File: config.mk
export PLATFORM = sky130hd
export DESIGN_NAME = rv32i_wb_arbiter
export DESIGN_NICKNAME = d
export VERILOG_FILES = /design/src/rtl/rv32i_types_pkg.sv /design/src/rtl/wb_fifo.sv /design/src/rtl/rv32i_wb_arbiter.sv
export SDC_FILE = /design/constraint.sdc
export NUM_CORES = 1
export LEC_CHECK = 0
export ABC_AREA = 1
export BUFFER_PORTS_ARGS = -buffer_cell sky130_fd_sc_hd__buf_2
export CAP_MARGIN = 15
export CORE_MARGIN = 3
export CORE_UTILIZATION = 40
export CTS_BUF_LIST = sky130_fd_sc_hd__clkbuf_4 sky130_fd_sc_hd__clkbuf_8
export DETAILED_ROUTE_END_ITERATION = 12
export REMOVE_ABC_BUFFERS = 1
export SLEW_MARGIN = 0
export SYNTH_ARGS = -nofsm -noshare
export SYNTH_HDL_FRONTEND = slang
export SYNTH_HIERARCHICAL = 1
export SYNTH_SLANG_ARGS = --single-unit
File: constraint.sdc
create_clock -name CLK -period 5.11 [get_ports CLK]
set_input_delay 0 -clock CLK [delete_from_list [all_inputs] [get_ports CLK]]
set_output_delay 0 -clock CLK [all_outputs]
set_load 0.01 [all_outputs]
File: src/rtl/rv32i_types_pkg.sv
// Shared RV32I writeback types.
//   word_t   : 32-bit architectural data word
//   wb_req_t : one register-file write request (destination + data)
//   REG_COUNT: number of architectural integer registers
package rv32i_types_pkg;

    typedef logic [31:0] word_t;

    localparam int REG_COUNT = 32;

    typedef struct packed {
        logic [4:0] rd;
        word_t      data;
    } wb_req_t;

endpackage

File: src/rtl/wb_fifo.sv
// Synchronous FIFO of writeback requests.
// Ports:
//   CLK, RST   : clock (rising edge), synchronous active-high reset (flushes)
//   push       : write push_data at the tail (ignored when full)
//   push_data  : request to enqueue
//   pop        : drop the head entry (ignored when empty)
//   head       : entry at the head, valid when count != 0
//   count      : number of buffered entries, 0..DEPTH
module wb_fifo
    import rv32i_types_pkg::*;
#(
    parameter int DEPTH = 4
)
(
    input  logic                       CLK,
    input  logic                       RST,
    input  logic                       push,
    input  wb_req_t                    push_data,
    input  logic                       pop,
    output wb_req_t                    head,
    output logic [$clog2(DEPTH):0]     count
);

    localparam int PW = $clog2(DEPTH);
    localparam int CW = PW + 1;
    localparam logic [CW-1:0] FULL_COUNT = CW'(DEPTH);

    wb_req_t       r_mem [DEPTH];
    logic [PW-1:0] r_wr_ptr;
    logic [PW-1:0] r_rd_ptr;
    logic [CW-1:0] r_count;
    logic          w_do_push;
    logic          w_do_pop;

    // Qualify push/pop against the current occupancy.
    always_comb begin
        w_do_push = push && (r_count != FULL_COUNT);
        w_do_pop  = pop  && (r_count != {CW{1'b0}});
    end

    // Storage array; not reset, contents are only meaningful below count.
    always_ff @(posedge CLK) begin
        if (w_do_push) begin
            r_mem[r_wr_ptr] <= push_data;
        end
    end

    // Pointers wrap naturally because DEPTH is a power of two.
    always_ff @(posedge CLK) begin
        if (RST) begin
            r_wr_ptr <= {PW{1'b0}};
            r_rd_ptr <= {PW{1'b0}};
            r_count  <= {CW{1'b0}};
        end else begin
            if (w_do_push) begin
                r_wr_ptr <= r_wr_ptr + PW'(1);
            end
            if (w_do_pop) begin
                r_rd_ptr <= r_rd_ptr + PW'(1);
            end
            case ({w_do_push, w_do_pop})
                2'b10:   r_count <= r_count + CW'(1);
                2'b01:   r_count <= r_count - CW'(1);
                default: r_count <= r_count;
            endcase
        end
    end

    assign head  = r_mem[r_rd_ptr];
    assign count = r_count;

endmodule

File: src/rtl/rv32i_wb_arbiter.sv
// Register-file write-port arbiter for RV32I.
// Merges single-cycle pipeline writebacks with buffered long-latency (LU)
// results and tracks outstanding LU destinations in a pending scoreboard.
// Ports:
//   CLK, RST                      : clock, synchronous active-high reset
//   pipe_wen/pipe_rd/pipe_wdata   : pipeline writeback (highest priority)
//   lu_valid/lu_ready/lu_rd/lu_wdata : LU result handshake into the FIFO
//   issue_lu/issue_rd             : LU op issue, marks destination pending
//   pending                       : scoreboard bitmap, bit 0 always 0
//   w_data/rd/wen                 : registered register-file write
module rv32i_wb_arbiter
    import rv32i_types_pkg::*;
#(
    parameter int FIFO_DEPTH = 4
)
(
    input  logic                 CLK,
    input  logic                 RST,
    input  logic                 pipe_wen,
    input  logic [4:0]           pipe_rd,
    input  word_t                pipe_wdata,
    input  logic                 lu_valid,
    output logic                 lu_ready,
    input  logic [4:0]           lu_rd,
    input  word_t                lu_wdata,
    input  logic                 issue_lu,
    input  logic [4:0]           issue_rd,
    output logic [REG_COUNT-1:0] pending,
    output word_t                w_data,
    output logic [4:0]           rd,
    output logic                 wen
);

    localparam int CW = $clog2(FIFO_DEPTH) + 1;
    localparam logic [CW-1:0]        FULL_COUNT = CW'(FIFO_DEPTH);
    localparam logic [REG_COUNT-1:0] ONE_HOT0   = {{(REG_COUNT-1){1'b0}}, 1'b1};

    logic [CW-1:0]        w_count;
    wb_req_t              w_head;
    wb_req_t              w_push_req;
    logic                 w_push;
    logic                 w_pop;
    logic                 w_pipe_sel;
    logic [REG_COUNT-1:0] w_set_mask;
    logic [REG_COUNT-1:0] w_clr_mask;
    logic [REG_COUNT-1:0] w_pending_next;

    logic                 r_wen;
    logic [4:0]           r_rd;
    word_t                r_wdata;
    logic [REG_COUNT-1:0] r_pending;

    wb_fifo #(
        .DEPTH (FIFO_DEPTH)
    ) u_fifo (
        .CLK       (CLK),
        .RST       (RST),
        .push      (w_push),
        .push_data (w_push_req),
        .pop       (w_pop),
        .head      (w_head),
        .count     (w_count)
    );

    // Ready comes from the registered count only: no pop-through when full.
    assign lu_ready = (w_count < FULL_COUNT);

    // Accept/drop, arbitration and scoreboard masks.
    always_comb begin
        w_push_req.rd   = lu_rd;
        w_push_req.data = lu_wdata;
        // Writes to x0 are accepted but discarded.
        w_push     = lu_valid && lu_ready && (lu_rd != 5'd0);
        w_pipe_sel = pipe_wen && (pipe_rd != 5'd0);
        w_pop      = !w_pipe_sel && (w_count != {CW{1'b0}});

        if (w_pop) begin
            w_clr_mask = ONE_HOT0 << w_head.rd;
        end else begin
            w_clr_mask = {REG_COUNT{1'b0}};
        end

        if (issue_lu && (issue_rd != 5'd0)) begin
            w_set_mask = ONE_HOT0 << issue_rd;
        end else begin
            w_set_mask = {REG_COUNT{1'b0}};
        end

        // Set is applied after clear so a same-index collision stays pending.
        w_pending_next    = (r_pending & ~w_clr_mask) | w_set_mask;
        w_pending_next[0] = 1'b0;
    end

    // Registered write port; rd/data hold when nothing is selected.
    always_ff @(posedge CLK) begin
        if (RST) begin
            r_wen   <= 1'b0;
            r_rd    <= 5'd0;
            r_wdata <= 32'd0;
        end else if (w_pipe_sel) begin
            r_wen   <= 1'b1;
            r_rd    <= pipe_rd;
            r_wdata <= pipe_wdata;
        end else if (w_pop) begin
            r_wen   <= 1'b1;
            r_rd    <= w_head.rd;
            r_wdata <= w_head.data;
        end else begin
            r_wen   <= 1'b0;
        end
    end

    // Pending scoreboard.
    always_ff @(posedge CLK) begin
        if (RST) begin
            r_pending <= {REG_COUNT{1'b0}};
        end else begin
            r_pending <= w_pending_next;
        end
    end

    assign wen     = r_wen;
    assign rd      = r_rd;
    assign w_data  = r_wdata;
    assign pending = r_pending;

endmodule
# ---- After elaboration in Yosys (flattened, before gate mapping)
# Memories as Yosys holds them, arrays and structs flattened. A register that Yosys moved wholly into a read port is not among the register bits.
# Cells that the tools add are included.
# Widths: inputs -> output; s select.
dict set report classes {
  add_sub_neg 4
  n_lt_le_gt_ge 1
  eq_ne 3
  shift 2
  n_mux 13
  bitwise_logic 3
  reduce_logical 14
}
# cell count
set ops {}
lappend ops {{$mux 32} 4}
lappend ops {{$shl 1x5->32 const A} 2}
lappend ops {{$and 32x32->32} 1}
lappend ops {{$not 32->32} 1}
lappend ops {{$or 32x32->32} 1}
lappend ops {{$reduce_bool 5->1} 3}
lappend ops {{$mux 5} 2}
lappend ops {{$logic_and 1x1->1} 7}
lappend ops {{$pmux 3 s2} 1}
lappend ops {{$add 2x1->2 const B} 2}
lappend ops {{$mux 1} 4}
lappend ops {{$mux 2} 2}
lappend ops {{$reduce_bool 2->1} 2}
lappend ops {{$add 3x1->3 const B} 1}
lappend ops {{$lt 3x3->1 const B} 1}
lappend ops {{$ne 3x3->1 const B} 1}
lappend ops {{$reduce_bool 3->1} 1}
lappend ops {{$sub 3x1->3 const B} 1}
lappend ops {{$eq 2x1->1 const B} 1}
lappend ops {{$eq 2x2->1 const B} 1}
lappend ops {{$logic_not 1->1} 1}
dict set report word_totals {
  ff_bits 77
  mem_bits_rw 148
  mem_count 1
}
# memory depth word_bits read_ports rd_ports_with_merged_regs wr line
set memory_table {}
lappend memory_table {u_fifo.r_mem 4 37 1 1 1 wb_fifo.sv:28} ;# wb_req_t r_mem [DEPTH];

# ---- Longest topological paths before layout
dict set report logic_depth {
  depth_word 8
  depth_mapped 17
}

# ---- Modules after synthesis
# Netlist, hierarchy kept.
# mod instances cells_per_inst area_each_um2 seq_area_each_um2
set modules_own_cells {}
lappend modules_own_cells {wb_fifo 1 426 5964.5 4624.4}
lappend modules_own_cells {rv32i_wb_arbiter 1 589 3592.2 1381.3}

# ---- Worst setup path before layout
# OpenSTA, ideal clock, no wires.
dict set report synth_path {
  path_kind {register -> register}
  startpoint {reg u_fifo.r_count[2] (netlist: u_fifo/count[2])}
  endpoint {mem u_fifo/r_mem[0][0] (netlist name) (enable)}
  setup_time_ns 0.431
  arrival_ns 2.330
  slack_ns 2.349
  stages_incl_launch_ff 6
  path_cell_list {dfxtp_1 inv_1 nand3_1 inv_1 nand2_1 nor2_1}
}
dict set report synth_via {
  elab_chain_len 6
}
# item line
set synth_rtl {}
lappend synth_rtl {{start, declared} wb_fifo.sv:31} ;# logic [CW-1:0] r_count;
lappend synth_rtl {{start signal, assigned} wb_fifo.sv:53} ;# r_count <= {CW{1'b0}};
lappend synth_rtl {{start signal, assigned} wb_fifo.sv:62} ;# 2'b10: r_count <= r_count + CW'(1);
lappend synth_rtl {{start signal, assigned} wb_fifo.sv:63} ;# 2'b01: r_count <= r_count - CW'(1);
lappend synth_rtl {{$lt 3x3->1} rv32i_wb_arbiter.sv:66} ;# assign lu_ready = (w_count < FULL_COUNT);
lappend synth_rtl {{net lu_ready} rv32i_wb_arbiter.sv:23} ;# output logic lu_ready,
lappend synth_rtl {{$logic_and 1x1->1 (2 in a row)} rv32i_wb_arbiter.sv:73} ;# w_push = lu_valid && lu_ready && (lu_rd != 5'd0);
lappend synth_rtl {{net w_push} rv32i_wb_arbiter.sv:41} ;# logic w_push;
lappend synth_rtl {{$logic_and 1x1->1} wb_fifo.sv:37} ;# w_do_push = push && (r_count != FULL_COUNT);
lappend synth_rtl {{$mux 1} wb_fifo.sv:43} ;# if (w_do_push) begin
lappend synth_rtl {{$mux 1 (implied by the code)} wb_fifo.sv:44} ;# r_mem[r_wr_ptr] <= push_data;
lappend synth_rtl {{end, declared} wb_fifo.sv:28}
# The timed path passes the listed nets, and every way through them passes these cells.

==> flow_summary.ini <==
[status]
status = completed

[clock_network]
cts-root-buf = clkbuf_8
cts_setup_buffers = 0
cts_sinks = 226
clkTransAtPathRegs_ns = 0.06
cts_buffers = 40
clockBufferDepth = 3
cts_tree = done
cts_hold_buf = 89
worstSkewPairLatency_ns = 0.53
htree_levels = 2
ctsResizeCount = 0

[yosys]
synth_fa_ha_area_share_pct = 0.8641
synth.distinct_cells = 24
synth.largest_area_cell = edfxtp_1
synthCells = 1015
avgSynthCellArea_um2 = 9.415
synth_compound_area_share_pct = 8.340
synth-warning-count = 6
ys_top_cells_by_area = edfxtp_1 47%, dfxtp_1 16%, nor2_1 8.8%
seq_area_frac_synth_pct = 62.84
synth_simple_gate_area_share_pct = 21.30
synth_xor_area_share_pct = 0
yosysTopAreaCellShare_pct = 46.50
synth_top_family_by_area = simple AND/OR/NAND/NOR gates
synth-seq-cells = 226
synth_mux_area_share_pct = 0
synth_area_um2 = 9557

[sta]
rsz0062_at_grt = no
hold_viol = 0
fin_skew_ns = 0.02010
setup_ws_ns = 1.907
layout_min_cycle_time_ns = 3.203
fmax_mhz = 312.2
slew_violations = 0
finalSetupViolations = 0
relSlewSlack_pct = 26.19
worst_pin_slew_ns = 1.107
whs_ns = 0.07713
min_period_over_period_pct = 62.68
tns_ns = 0

[cells_and_area]
drive_gt1_share_pct = 19.22
final_area_um2 = 12220
area_delta_synth_final_pct = 27.82
diodes = 0
stdcell_count = 1593
fin_util_pct = 52.99
nets = 1340

[pwr]
cellLeakagePower_nw = 4.944
power_density_nw_per_um2 = 440.5
peakVddDrop_mv = 0.2701
power_mw = 5.381

[grt]
grt_overflow = 0
antenna_found_initial = 0
grt_pass1_wl_um = 39490
grt_usage_pct = 18.73
grt_max_degree = 76
first_global_vias = 7697

[floorplan]
core_area_um2 = 23050
io_pins = 155
dieArea_um2 = 25780
initial_utilization_pct = 41.45
die_w_um = 160.6
placementRows = 55
die_y_um = 160.6

[worst_setup_path]
start_kind = flip-flop
cp.required_ns = 5.48
cp.arrival_ns = 3.58
worstSetupEndpointType = flip-flop
worstPathMaxFanout = 38
crit_type = reg2reg

[placement]
place_congestion = 0.7671
place_ws_ns = 1.896
placed_cell_area_um2 = 10500
dp.cells = 1432
dp_hpwl_um = 14100
port_buffers = 153

[drt]
vias_per_cell = 4.888
wl_um = 24480
first_pass_iters = 5
dr_total_vias = 7787
ant_nets = 0
wl_per_cell_um = 15.37
drtIter0Drc = 463
drc = 0

[hold_path]
hp-class = in2reg

[job]
cap_violations = 0
## registers in the layout, indices dropped and copies added (netlist names), named ones only
signal / cells
pending: 31
u_fifo/r_rd_ptr: 2
wen: 1
u_fifo/r_wr_ptr: 2
u_fifo/count: 3
u_fifo/r_mem: 148
w_data: 32
rd: 5
## power by group
part           leakage, nW  switching (mW)  internal, mW
clock network        0.440           0.715         0.976
logic                 2.51            1.01         0.420
registers             2.00          0.0771          2.19
## placed cells by master, fill, tap and decap left out, drive strengths merged, types with 37 or more instances in the layout
| master | Yosys | final |
|---|---|---|
| nand2 | 142 | 142 |
| nor2 | 224 | 224 |
| nand3 | 114 | 114 |
| edfxtp | 148 | 148 |
| inv | 74 | 75 |
| buf | 31 | 166 |
| o21ai | 76 | 76 |
| a21oi | 37 | 37 |
| dlygate4sd3 | 0 | 89 |
| o22ai | 37 | 37 |
| clkbuf | 31 | 61 |
| dfxtp | 78 | 78 |
## routing by layer
| metal | wire length (um) | global-route usage, % |
|---|---|---|
| met1 | 10980 | 24.36 |
| met2 | 11710 | 31.52 |
| met3 | 1267 | 3.766 |
| met4 | 523 | 5.996 |
| met5 | 0 | 0 |
## synthesized netlist by cell type
cell        n
clkbuf_1   30
nand2_1   142
nor3_4      1
o21ai_0    48
buf_6      11
inv_2       2
o21ai_1    28
a21oi_1    37
clkbuf_2    1
nand3b_1    1
inv_1      72
edfxtp_1  148
fa_1        1
ha_1        5
nand3_1   114
nand4_1     6
dfxtp_1    78
nor3_1      6
o22ai_1    37
clkinv_1    2
nor2_1    224
buf_2      18
conb_1      1
buf_4       2
## cells by family (layout without fill, tap and decap cells)
kind of cell,after synthesis,count (layout)
AOI/OAI and AO/OA,150,150
adders and majority gates,6,6
buffers and inverters,138,403
DFF,226,226
other,1,1
and+or+nand+nor,494,494
## path summary, 6_finish.rpt
check              start     endpoint  slack (ns)  cells past startpoint
min reg2reg  pending[30]  pending[30]        0.45                      2
max reg2reg    flip-flop  pending[10]        1.91                     12
max            flip-flop  pending[10]        1.91                     12
min                  RST   w_data[21]        0.08                      2
## final cells by class
type,count,area [um^2]
clock buffer,61,739.5
clock inverter,11,82.58
fill,2071,10840
inverter,76,285.3
multi-input combinational,651,2954
sequential,226,6008
tap,313,391.6
timing repair buffer,255,1754
## critical path, stage by stage (launching register included)
cell and delay [ns]:
dfxtp_2 0.30, buf_4 0.26, inv_1 0.62, buf_4 0.33, o21ai_1 0.09, o22ai_1 0.55
inv_1 0.17, nor2_1 0.19, nand3_1 0.14, nor2_1 0.15, nand3_1 0.09, nand2_1 0.10
a21oi_1 0.06
Note: power is estimated with default switching activity, not from simulation.
